==> src/rtl/draw_board_control_pkg.sv <==
// Shared constants, draw codes and FSM state encoding for the board-drawing sequencer.
// Imported by the interface, the request latch and the top-level controller.
package draw_board_control_pkg;

    localparam int N_CELLS  = 64;
    localparam int CELL_PX  = 256;
    localparam int BOARD_PX = 32768;

    localparam logic [4:0] DRAW_BOARD = 5'b11000;
    localparam logic [4:0] DRAW_TURN  = 5'b11100;
    localparam logic [4:0] DRAW_EMPTY = 5'b00000;
    localparam logic [4:0] DRAW_WALL  = 5'b11111;

    typedef enum logic [2:0] {
        S_IDLE  = 3'd0,
        S_CLEAR = 3'd1,
        S_FETCH = 3'd2,
        S_LATCH = 3'd3,
        S_CELL  = 3'd4,
        S_NEXT  = 3'd5,
        S_TURN  = 3'd6,
        S_DONE  = 3'd7
    } state_t;

    // Datapath draw codes are 6 bits wide; the fixed codes live in the low five.
    function automatic logic [5:0] draw_code(input logic [4:0] code);
        return {1'b0, code};
    endfunction

endpackage

==> src/rtl/draw_board_control_if.sv <==
// Signal bundle between game control, the draw datapath, the board RAM and the sequencer.
// master = sequencer side, slave = everything around it.
interface draw_board_control_if;
    import draw_board_control_pkg::*;

    // start is level-sampled every cycle; a request seen while busy is remembered and
    // served right after the current pass. done pulses for exactly one cycle per pass.
    logic       start;
    logic       full_redraw;
    logic       busy;
    logic       done;
    logic [5:0] board_addr;
    logic [5:0] board_rdata;
    logic       write;
    logic       update_x_y;
    logic [5:0] draw_value;
    state_t     dbg_state;

    modport master (
        input  start, full_redraw, board_rdata,
        output busy, done, board_addr, write, update_x_y, draw_value, dbg_state
    );

    modport slave (
        output start, full_redraw, board_rdata,
        input  busy, done, board_addr, write, update_x_y, draw_value, dbg_state
    );

endinterface

==> src/rtl/draw_board_control_req_latch.sv <==
// Remembers redraw requests that arrive while a pass is running and coalesces them
// into one; a full request anywhere in the batch makes the follow-up pass a full one.
module draw_board_control_req_latch (
    input  logic clk,
    input  logic resetn,
    input  logic start_i,
    input  logic full_i,
    input  logic busy_i,
    input  logic consume_i,
    output logic pending_o,
    output logic pending_full_o
);

    logic pending_q, pending_d;
    logic pending_full_q, pending_full_d;
    logic set;

    assign set = start_i & busy_i;

    // Outputs include this cycle's request so a start in the DONE cycle is not lost.
    assign pending_o      = pending_q | set;
    assign pending_full_o = pending_full_q | (set & full_i);

    always_comb begin
        pending_d      = pending_o;
        pending_full_d = pending_full_o;
        if (consume_i) begin
            pending_d      = 1'b0;
            pending_full_d = 1'b0;
        end
    end

    always_ff @(posedge clk or negedge resetn) begin
        if (!resetn) begin
            pending_q      <= 1'b0;
            pending_full_q <= 1'b0;
        end else begin
            pending_q      <= pending_d;
            pending_full_q <= pending_full_d;
        end
    end

endmodule

==> src/rtl/draw_board_control.sv <==
// Board-drawing sequencer: optional white clear, 64 RAM-fetched cells, then the turn
// indicator, emitted as write/update_x_y/draw_value for the draw datapath.
module draw_board_control
    import draw_board_control_pkg::*;
#(
    parameter int N_CELLS_P  = N_CELLS,
    parameter int CELL_PX_P  = CELL_PX,
    parameter int BOARD_PX_P = BOARD_PX
) (
    input  logic                  clk,
    input  logic                  resetn,
    draw_board_control_if.master  bus
);

    localparam logic [14:0] BOARD_LAST = 15'(BOARD_PX_P - 1);
    localparam logic [14:0] CELL_LAST  = 15'(CELL_PX_P - 1);
    localparam logic [5:0]  CELL_MAX   = 6'(N_CELLS_P - 1);

    state_t      state_q, state_d;
    logic [5:0]  cell_q, cell_d;
    logic [14:0] pix_q, pix_d;
    logic [5:0]  val_q, val_d;
    logic        consume;
    logic        pending;
    logic        pending_full;
    logic        write_c;
    logic        update_c;
    logic [5:0]  draw_c;

    draw_board_control_req_latch u_req_latch (
        .clk            (clk),
        .resetn         (resetn),
        .start_i        (bus.start),
        .full_i         (bus.full_redraw),
        .busy_i         (state_q != S_IDLE),
        .consume_i      (consume),
        .pending_o      (pending),
        .pending_full_o (pending_full)
    );

    // The pixel counter defaults to zero so it reloads on every state entry.
    always_comb begin
        state_d  = state_q;
        cell_d   = cell_q;
        pix_d    = '0;
        val_d    = val_q;
        consume  = 1'b0;
        write_c  = 1'b0;
        update_c = 1'b0;
        draw_c   = '0;
        case (state_q)
            S_IDLE: begin
                if (bus.start) begin
                    state_d = bus.full_redraw ? S_CLEAR : S_FETCH;
                    cell_d  = '0;
                end
            end
            S_CLEAR: begin
                write_c = 1'b1;
                draw_c  = draw_code(DRAW_BOARD);
                if (pix_q == BOARD_LAST) begin
                    state_d = S_FETCH;
                    cell_d  = '0;
                end else begin
                    pix_d = pix_q + 15'd1;
                end
            end
            S_FETCH: begin
                state_d = S_LATCH;
            end
            S_LATCH: begin
                // RAM data for the address shown in FETCH is valid now.
                val_d   = bus.board_rdata;
                state_d = S_CELL;
            end
            S_CELL: begin
                write_c = 1'b1;
                draw_c  = val_q;
                if (pix_q == CELL_LAST) begin
                    state_d = S_NEXT;
                end else begin
                    pix_d = pix_q + 15'd1;
                end
            end
            S_NEXT: begin
                update_c = 1'b1;
                if (cell_q == CELL_MAX) begin
                    cell_d  = '0;
                    state_d = S_TURN;
                end else begin
                    cell_d  = cell_q + 6'd1;
                    state_d = S_FETCH;
                end
            end
            S_TURN: begin
                write_c = 1'b1;
                draw_c  = draw_code(DRAW_TURN);
                if (pix_q == CELL_LAST) begin
                    state_d = S_DONE;
                end else begin
                    pix_d = pix_q + 15'd1;
                end
            end
            S_DONE: begin
                consume = 1'b1;
                if (pending) begin
                    state_d = pending_full ? S_CLEAR : S_FETCH;
                    cell_d  = '0;
                end else begin
                    state_d = S_IDLE;
                end
            end
            default: begin
                state_d = S_IDLE;
            end
        endcase
    end

    always_ff @(posedge clk or negedge resetn) begin
        if (!resetn) begin
            state_q <= S_IDLE;
            cell_q  <= '0;
            pix_q   <= '0;
            val_q   <= '0;
        end else begin
            state_q <= state_d;
            cell_q  <= cell_d;
            pix_q   <= pix_d;
            val_q   <= val_d;
        end
    end

    // All outputs derive from registered state, so reset clears them asynchronously.
    assign bus.busy       = (state_q != S_IDLE);
    assign bus.done       = (state_q == S_DONE);
    assign bus.board_addr = cell_q;
    assign bus.write      = write_c;
    assign bus.update_x_y = update_c;
    assign bus.draw_value = draw_c;
    assign bus.dbg_state  = state_q;

endmodule

==> src/flat_wrapper.sv <==
// flat-port wrapper written by rule: the top's interface ports become plain ports
module draw_board_control_flat import draw_board_control_pkg::*;
#(
    parameter int N_CELLS_P  = N_CELLS,
    parameter int CELL_PX_P  = CELL_PX,
    parameter int BOARD_PX_P = BOARD_PX
)
  (clk, resetn, bus_start, bus_full_redraw, bus_board_rdata, bus_busy, bus_done, bus_board_addr, bus_write, bus_update_x_y, bus_draw_value, bus_dbg_state);
  draw_board_control_if bus_i ();
  input  logic clk;
  input  logic resetn;
  input wire logic [$bits(bus_i.start)-1:0] bus_start;
  input wire logic [$bits(bus_i.full_redraw)-1:0] bus_full_redraw;
  input wire logic [$bits(bus_i.board_rdata)-1:0] bus_board_rdata;
  output wire logic [$bits(bus_i.busy)-1:0] bus_busy;
  output wire logic [$bits(bus_i.done)-1:0] bus_done;
  output wire logic [$bits(bus_i.board_addr)-1:0] bus_board_addr;
  output wire logic [$bits(bus_i.write)-1:0] bus_write;
  output wire logic [$bits(bus_i.update_x_y)-1:0] bus_update_x_y;
  output wire logic [$bits(bus_i.draw_value)-1:0] bus_draw_value;
  output wire logic [$bits(bus_i.dbg_state)-1:0] bus_dbg_state;
  assign bus_i.start = bus_start;
  assign bus_i.full_redraw = bus_full_redraw;
  assign bus_i.board_rdata = bus_board_rdata;
  assign bus_busy = bus_i.busy;
  assign bus_done = bus_i.done;
  assign bus_board_addr = bus_i.board_addr;
  assign bus_write = bus_i.write;
  assign bus_update_x_y = bus_i.update_x_y;
  assign bus_draw_value = bus_i.draw_value;
  assign bus_dbg_state = bus_i.dbg_state;
  draw_board_control #(.N_CELLS_P(N_CELLS_P), .CELL_PX_P(CELL_PX_P), .BOARD_PX_P(BOARD_PX_P)) u_core (.clk(clk), .resetn(resetn), .bus(bus_i));
endmodule
==> config.mk <==
export PLATFORM = sky130hd
export DESIGN_NAME = draw_board_control_flat
export DESIGN_NICKNAME = d
export VERILOG_FILES = /design/src/rtl/draw_board_control_pkg.sv /design/src/rtl/draw_board_control_if.sv /design/src/rtl/draw_board_control_req_latch.sv /design/src/rtl/draw_board_control.sv /design/src/flat_wrapper.sv
export SDC_FILE = /design/constraint.sdc
export NUM_CORES = 1
export LEC_CHECK = 0
export ABC_CLOCK_PERIOD_IN_PS = 3500
export CAP_MARGIN = 20
export CORE_AREA = 2 2 78 80
export DETAILED_ROUTE_END_ITERATION = 10
export DIE_AREA = 0 0 80 82
export PLACE_DENSITY = 0.57
export SYNTH_ARGS = -nofsm -noshare
export SYNTH_HDL_FRONTEND = slang
export SYNTH_SLANG_ARGS = --single-unit
==> constraint.sdc <==
create_clock -name clk -period 3.5 [get_ports clk]
set_input_delay 0.35 -clock clk [delete_from_list [all_inputs] [get_ports clk]]
set_output_delay 0.35 -clock clk [all_outputs]
set_load 0.01 [all_outputs]
; ---- After elaboration in Yosys (flattened, before gate mapping)
; Cells that the tools add are included.
; Widths: inputs -> output; s select.
[word_totals]
register_bits = 32
inputBits = 10
out_inout_bits = 19
[classes]
add_sub_neg = 2
n_eq_ne = 15
muxes = 23
bitwise_logic = 4
n_reduce_logical = 7
[op_table]
columns = op, count
row1 = $mux 15, 2
row2 = $pmux 15 s2, 1
row3 = $mux 6, 4
row4 = $pmux 3 s8, 1
row5 = $pmux 6 s4, 1
row6 = $mux 3, 6
row7 = $pmux 6 s3, 1
row8 = $add 15x1->15 const B, 1
row9 = $eq 15x15->1 const B, 1
row10 = $eq 15x8->1 const B, 1
row11 = $eq 3x3->1 const B, 4
row12 = $ne 2x1->1 const B, 4
row13 = $reduce_and 4->1, 2
row14 = $add 6x1->6 const B, 1
row15 = $eq 3x2->1 const B, 2
row16 = $eq 6x6->1 const B, 1
row17 = $mux 1, 5
row18 = $mux 2, 2
row19 = $reduce_bool 4->1, 1
row20 = $eq 3x1->1 const B, 1
row21 = $logic_not 3->1, 1
row22 = $reduce_bool 3->1, 1
row23 = $reduce_or 3->1, 1
row24 = $and 1x1->1, 2
row25 = 3 further kinds, 4

; ---- Logic depth before layout (Yosys ltp)
; Gate-level depths: netlist (run 1).
[logic_depth]
ltp_word = 7
ltp_mapped = 6

; ---- Hierarchy
; From an unflattened synthesis (run 1), not the netlist that was laid out.
[unflattened]
hier_cells = 160
area_unflattened_um2 = 1684.1
[modules_own_cells]
columns = mod, instances, cells_each, area_per_inst_um2, seq_area_each_um2
row1 = draw_board_control, 1, 154, 1589.0, 750.7
row2 = draw_board_control_req_latch, 1, 6, 95.1, 50.0

; ---- Least setup slack after synthesis (run 1)
; Ideal clock, no wire load.
[synth_timing]
kind = register to register
from = register u_core.pix_q[0]
to = register u_core.pix_q[11]
setup_time_ns = 0.119
arrival_time_ns = 1.744
required_ns = 3.381
path_slack_ns = 1.637
path_stages_with_launch = 7
synth_period_minus_slack_ns = 1.863
path_cell_list = dfrtp_1 ha_1 nand3_1 or4_4 a22oi_4 buf_6 nor2_2
[synth_between]
elab_chain_len = 3
word_cells_on_any_way = 6
cone_classes = add/sub: 1 / eq/ne: 2 / mux: 3
[synth_rtl]
columns = element, line
row1 = start: declaration, draw_board_control.sv:21  ; logic [14:0] pix_q, pix_d;
row2 = start signal: assignment, draw_board_control.sv:128  ; pix_q <= pix_d;
row3 = $add 15x1->15 (tied with other cells), "draw_board_control.sv:65, draw_board_control.sv:82, draw_board_control.sv:101"
row4 = $mux 15 (on tied branches), "draw_board_control.sv:79, draw_board_control.sv:98, draw_board_control.sv:61"
row5 = $pmux 15 s2 *, draw_board_control.sv:51  ; case (state_q)
row6 = net u_core.pix_d[11], draw_board_control.sv:21
; The timed path passes the listed nets; every way through them passes the cells marked *.
; A chain may end at the register's enable or synchronous reset.

; ---- Worst setup path after layout (run 1)
[layout_timing]
from = register u_core.state_q[0], in the netlist u_core.bus.dbg_state[0]
to = output bus_draw_value[3]
[layout_between]
elab_chain_len = 2
word_cells_on_any_way = 4
cone_classes = eq/ne: 3 / mux: 1
[layout_rtl]
columns = element, line
row1 = start: declaration, draw_board_control.sv:19  ; state_t state_q, state_d;
row2 = start signal: assignment, draw_board_control.sv:126  ; state_q <= state_d;
row3 = $eq 3x3->1 / $eq 3x1->1 (equally long branches), draw_board_control.sv:51
row4 = $pmux 6 s3 *, draw_board_control.sv:51
row5 = end: declaration, flat_wrapper.sv:20  ; output wire logic [$bits(bus_i.draw_value)-1:0] bus_draw_value;
; Every way passes the cells marked *; elsewhere a longest branch is shown, timed or not.

==> summary.txt, run 1 <==
Timing
  – Setup TNS: 0 ns
  – Tmin final: 2.42 ns
  – Slew at the pin closest to its max-slew limit: 0.566 ns
  – Final-report hold violation count: 0
  – Setup violators final: 0
  – Rel. slew slack: 62.2%
  – Fin crit share: 69.1%
  – Fin worst setup slack: between 1 and 1.5 ns
  – Unrepaired setup endpoints after global routing: false
  – WHS: 0.469 ns
  – Pins Over Slew Limit: 0
  – FMAX: slightly above 400 MHz
  – Worst Skew: 0.00216 ns

Worst setup path
  – Arrival @ worst endpoint: 2.07 ns
  – Endpoint class of the critical path: primary output
  – Critical path type: register to primary output
  – Worst-path maximum fanout: 10
  – Crit start category: register
  – WP data required: 3.15 ns
  – Reg2reg path depth: 5

Logic synthesis
  – Main area contributors after synthesis: dfrtp_1 (47%), xnor2_1 (4.2%), nor2_2 (3.7%)
  – Synth unique cells: 41
  – Syn nets: 177
  – Post-Syn Area: ~0.0017 sq mm
  – Cell taking the most area after synthesis: dfrtp_1
  – Synth Instances: 165
  – Ys flop type: dfrtp_1
  – Avg Inst Size Synth: 10.2 sq um
  – Yosys reg bits: 32
  – Post-synthesis sequential area ratio: 47.5%
  – Top cell type's share of synthesized area: between 40% and 50%
  – Post-synth EDFFs: 0
  – Ys Warns: 0
  – FFs w/ async S/R, synth: 100%

Place
  – DP Area: 0.00204 sq mm
  – Cells after DPL: 264
  – Placer Congestion: approximately 0.78
  – Detailed Place HPWL: 2390 um
  – Pre-CTS WS: 1.33 ns
  – IO buf count: 28

Clocking
  – Post-CTS setup buffer count: 0
  – Clock sink total: 32
  – Clk pin slew, worst setup/hold paths: 0.07 ns
  – Root buffer cell: clkbuf_8
  – Cts bufs inserted: 5
  – Hold bufs inserted after CTS: 0
  – PostCTS Resize Cnt: 0
  – Clk_lat worst skew: between 0.2 and 0.3 ns
  – CTS tree: built
  – Htree depth: 2
  – Largest buffer count on any clock path: 2

Floorplanning
  – I/O pin total: 29
  – Die Y-Extent: 82 um
  – Starting Density: 29.4%
  – Die ar.: 0.00656 sq mm
  – Core Area: 0.00575 sq mm
  – Die Width: ~80 um
  – FP Rows: 28

Route
  – Vias per cell: about 4.9
  – Post-Route WL: 3410 um
  – First drt pass iteration count: 4
  – DRC: 0
  – Remaining antenna violation count after routing: 0
  – Drt initial violations: 43
  – Routed WL per cell: 12.5 um
  – Via count: 1,322

Power
  – Clock Power Share: 41.4%
  – Maximum VDD drop: 0.000139 V
  – Sequential power share: 53.8%
  – Sw frac: a little over a fifth
  – Sw Pwr: 0.148 mW
  – Pwr dens: 327 mW/mm^2
  – P_int: about 0.55 mW
  – P_leak: 0.847 nW
  – Power share of the combinational group: between 4 and 5%
  – Total power: 0.697 mW

Run
  – MaxCap Viol Count: 0

Layout
  – Fin cells: around 270
  – Layout cells sized above 1: 12.7%
  – Commonest non-fill, non-tap cell in the layout: dfrtp_1
  – Final core occ: a little under two fifths
  – Most frequent cells in the layout: dfrtp_1 (32), clkdlybuf4s50_1 (28), nor2_1 (15)
  – Area grow syn2layout: 26.6%
  – Fin area: 0.00213 sq mm
  – Diode count: 0
  – Final net count: ~210

Global route
  – First-pass GRT wire length: 5750 um
  – Initial antenna violation count: 0
  – Vias in the first global route: 1,229
  – GR Util All Layers: between 10% and 20%
  – Largest net degree at the start of global routing: 33
  – GR Overflow Total: 0

Run status
  – Status: complete, no violations

Hold path
  – Worst min path class: primary input to async pin
-- worst max-delay path: stages, from the launching register on --
cell,delay [ns]
dfrtp_1,0.52
inv_2,0.11
or3_1,0.47
o21ai_0,0.12
clkdlybuf4s50_1,0.57
-- state kept, by name, indices dropped and copies added (netlist names) --
signal                             count
u_core.pix_q                          15
u_core.bus.board_addr                  6
u_core.val_q                           6
u_core.bus.dbg_state                   3
u_core.u_req_latch.pending_full_q      1
u_core.u_req_latch.pending_q           1
-- Yosys cell counts, types with 3 or more instances --
master,n
mux2_1,5
and3_1,6
o21ai_0,6
nand2_1,6
a22o_1,3
nand3_1,9
nor4_1,3
nand2b_1,4
nor2_1,15
a21oi_1,4
xnor2_1,8
xor2_1,7
nand4_1,5
clkbuf_1,4
nor3_1,4
nor2_2,10
dfrtp_1,32
a31oi_1,3
-- power by group through the flow --
stage | registers [mW] | clock network (mW) | logic [mW]
after global routing | 0.375 | 0.319 | 0.0379
final | 0.375 | 0.288 | 0.0337
after detailed placement | 0.382 | 0 | 0.0348
after global placement | 0.382 | 0 | 0.0346
after floorplan | 0.381 | 0 | 0.00753
after CTS | 0.375 | 0.302 | 0.0350
-- area by class of cell --
type                       count  area [sq um]
clock buffer                   6          82.6
inverter                       3          11.3
sequential                    32           801
timing repair buffer          29           288
clock inverter                 2          10.0
multi-input combinational    125           848
fill                         604          3610
tap                           75          93.8
-- path summary, 6_finish.rpt --
check,start,endpoint,slack (ns)
setup / recovery,u_core.bus.dbg_state[0]$_DFFE_PN0P_,bus_draw_value[3],1.08
hold / removal,resetn,u_core.bus.board_addr[5]$_DFFE_PN0P_,0.47
setup reg to reg,u_core.pix_q[0]$_DFF_PN0_,u_core.pix_q[5]$_DFF_PN0_,1.35
hold reg to reg,u_core.pix_q[0]$_DFF_PN0_,u_core.pix_q[0]$_DFF_PN0_,0.49
max in group asynchronous,resetn,u_core.val_q[4]$_DFFE_PN0P_,2.73
min in group clk,u_core.pix_q[0]$_DFF_PN0_,u_core.pix_q[0]$_DFF_PN0_,0.49
-- layer usage --
metal | wire length (um) | GRT usage (%) | share of wire [%] | vias to the layer above
li1 | - | - | - | 656
met1 | 1740 | 15.4 | 51 | 634
met2 | 1480 | 17.3 | 43 | 28
met3 | 159 | 4.18 | 4.7 | 4
met4 | 29 | 3.56 | 0.85 | 0
met5 | 0 | 0 | 0 | -
-- cell families after synthesis --
family	Yosys count	share of synthesized area (%)
XOR/XNOR	15	7.79
multiplexers	7	4.67
buffers and inverters	8	2.23
AND/OR/NAND/NOR	75	25.8
flip-flops	32	47.5
adder cells (fa/ha/maj)	2	1.48
AO/OA/AOI/OAI	26	10.5
Note: power is estimated with default switching activity, not from simulation.
==> inputs of run 2 (changes only) <==
Settings changed: ABC_CLOCK_PERIOD_IN_PS 3500 to 2050, PLACE_DENSITY 0.57 to 0.58.
Clock period 3.5 ns to 2.05 ns, I/O delays scaled along.
==> summary.txt, run 2 (synthesis results as in run 1) <==
Layout
  – Fillers: 614
  – Commonest non-fill, non-tap cell in the layout: dfrtp_1
  – Reg with most FFs: u_core.pix_q
  – Final net count: 214
  – Flip-flop and latch area: roughly 800 sq um
  – Area of the multi-input gates: 861 sq um
  – Area grow syn2layout: 31.8%
  – Most frequent cells in the layout: dfrtp_1 (32), clkdlybuf4s50_1 (27), nor2_1 (15)
  – Diode count: 0
  – Layout cells sized above 1: 16.3%
  – Largest register FFs: 15

Floorplanning
  – I/O pin total: 29
  – Starting Density: 29.4%
  – Die ar.: 0.00656 sq mm
  – Die Width: 80 um
  – Die Y-Extent: between 80 and 90 um
  – FP Rows: 28
  – Core Area: between 0.005 and 0.006 sq mm

Timing
  – Final-report hold violation count: 0
  – Setup violators final: 0
  – Setup TNS: 0 ns
  – Pins Over Slew Limit: 0
  – Tmin final: 1.98 ns
  – FMAX: 504 MHz
  – Rel. slew slack: 71.9%
  – Slew at the pin closest to its max-slew limit: between 0.4 and 0.5 ns
  – Worst Skew: 0.00253 ns
  – Fin crit share: 96.8%
  – Unrepaired setup endpoints after global routing: false
  – Fin worst setup slack: 0.0656 ns

Power
  – Pwr dens: 577 mW/mm^2
  – P_leak: 0.894 nW
  – Maximum VDD drop: between 0.0002 and 0.00025 V

Route
  – Remaining antenna violation count after routing: 0
  – Drt initial violations: 110
  – First drt pass iteration count: 4
  – Routed WL per cell: 12.5 um
  – Post-Route WL: 3460 um
  – Vias per cell: ~4.8
  – DRC: 0
  – Via count: 1,326

Hold path
  – Worst min path class: primary input to async pin

Global route
  – First-pass GRT wire length: 6050 um
  – GR Overflow Total: 0
  – Vias in the first global route: 1,278
  – Initial antenna violation count: 0
  – Largest net degree at the start of global routing: 33
  – GR Util All Layers: 12.0%

Clocking
  – Root buffer cell: clkbuf_8
  – Hold bufs inserted after CTS: 0
  – Htree depth: 2
  – Post-CTS setup buffer count: 0
  – CTS tree: built
  – Clk_lat worst skew: 0.28 ns
  – Clk pin slew, worst setup/hold paths: 0.06 ns
  – Cts bufs inserted: 5
  – Clock sink total: 32
  – Largest buffer count on any clock path: 2

Worst setup path
  – Reg2reg path depth: 6
  – FF-to-FF setup slack: 0.13 ns
  – WP data required: 1.85 ns
  – Critical path cell sequence: buf_4 -> or3_1 -> clkdlybuf4s50_1
  – Reg2Reg Launch Point: u_core.pix_q[0]$_DFF_PN0_
  – Crit start category: register
  – Worst-path maximum fanout: 9
  – Endpoint class of the critical path: primary output
  – Arrival @ worst endpoint: 1.78 ns
  – CP max-delay cell: clkdlybuf4s50_1
  – Max incr delay on CP: 0.51 ns
  – R2r endpoint: u_core.pix_q[5]$_DFF_PN0_
  – Critical path's top delay family: buffers and inverters
  – CP bufs+invs: 2
  – Critical path type: register to primary output
  – Worst path depth: 3

Place
  – IO buf count: 28
  – Placer Congestion: approximately 0.74
  – Pre-CTS WS: 0.0928 ns
  – Detailed Place HPWL: 2480 um

Run status
  – Status: complete, no violations

Run
  – MaxCap Viol Count: 0
[run 2: layer usage]
metal / vias up / GRT usage (%) / share of wire [%]
met4: 0 / 4.58 / 1.6
met2: 32 / 17.8 / 44
met5: - / 0 / 0
met3: 5 / 3.41 / 4.6
met1: 620 / 16.6 / 49
li1: 669 / - / -
[run 2: where the power goes]
group	switching, mW	total (mW)	internal (mW)	leakage [nW]
registers	0.00255	0.640	0.637	0.397
logic	0.0253	0.0575	0.0322	0.442
clock network	0.224	0.585	0.360	0.0552
[run 2: worst max path at each step]
stage / slack (ns) / from / to
6_report: 0.07 / u_core.bus.dbg_state[0]$_DFFE_PN0P_ / bus_busy
5_1_grt: 0.002 / u_core.bus.dbg_state[0]$_DFFE_PN0P_ / bus_draw_value[4]
4_1_cts: 0.001 / u_core.bus.dbg_state[0]$_DFFE_PN0P_ / bus_draw_value[4]
3_5_place_dp: 0.09 / u_core.pix_q[0]$_DFF_PN0_ / u_core.pix_q[14]$_DFF_PN0_
3_3_place_gp: 0.17 / u_core.pix_q[0]$_DFF_PN0_ / u_core.pix_q[2]$_DFF_PN0_
2_1_floorplan: 0.19 / u_core.pix_q[0]$_DFF_PN0_ / u_core.pix_q[4]$_DFF_PN0_
[run 2: area by class of cell]
cell class	count	share of cell area, %
inverters	3	0.507
well taps	75	4.22
clock buffers	6	3.27
flip-flops and latches	32	36.0
multi-input cells	125	38.7
clock inverters	2	1.58
repair buffers	35	15.7
[run 2: worst reg2reg max path, delay by kind of cell, from the launching register on]
kind / cells / cell delay (ns)
AO/OA/AOI/OAI: 1 / 0.23
adder cells (fa/ha/maj): 1 / 0.24
buffers and inverters: 1 / 0.18
flip-flops: 1 / 0.40
AND/OR/NAND/NOR: 3 / 0.76
[run 2: what timing repair did]
action | in CTS | in global routing
endpoints found under the hold margin | 0 | 0
gates resized for setup | 2 | 4
cloned | 0 | 0
setup endpoints to repair | 2 | 16
[run 2: stage by stage]
stage | utilization [%] | total power, mW | std cells | cell area [sq um] | hold slack (ns)
2_1_floorplan | - | 0.664 | 165 | 1690 | -0.0906
5_1_grt | 38.7 | 1.34 | 278 | 2220 | 0.365
4_1_cts | 38.5 | 1.31 | 278 | 2210 | 0.340
3_3_place_gp | 36.5 | 0.710 | 270 | 2100 | 0.465
3_5_place_dp | 36.5 | 0.711 | 270 | 2100 | 0.478
6_report | 38.7 | 1.28 | 278 | 2220 | 0.326
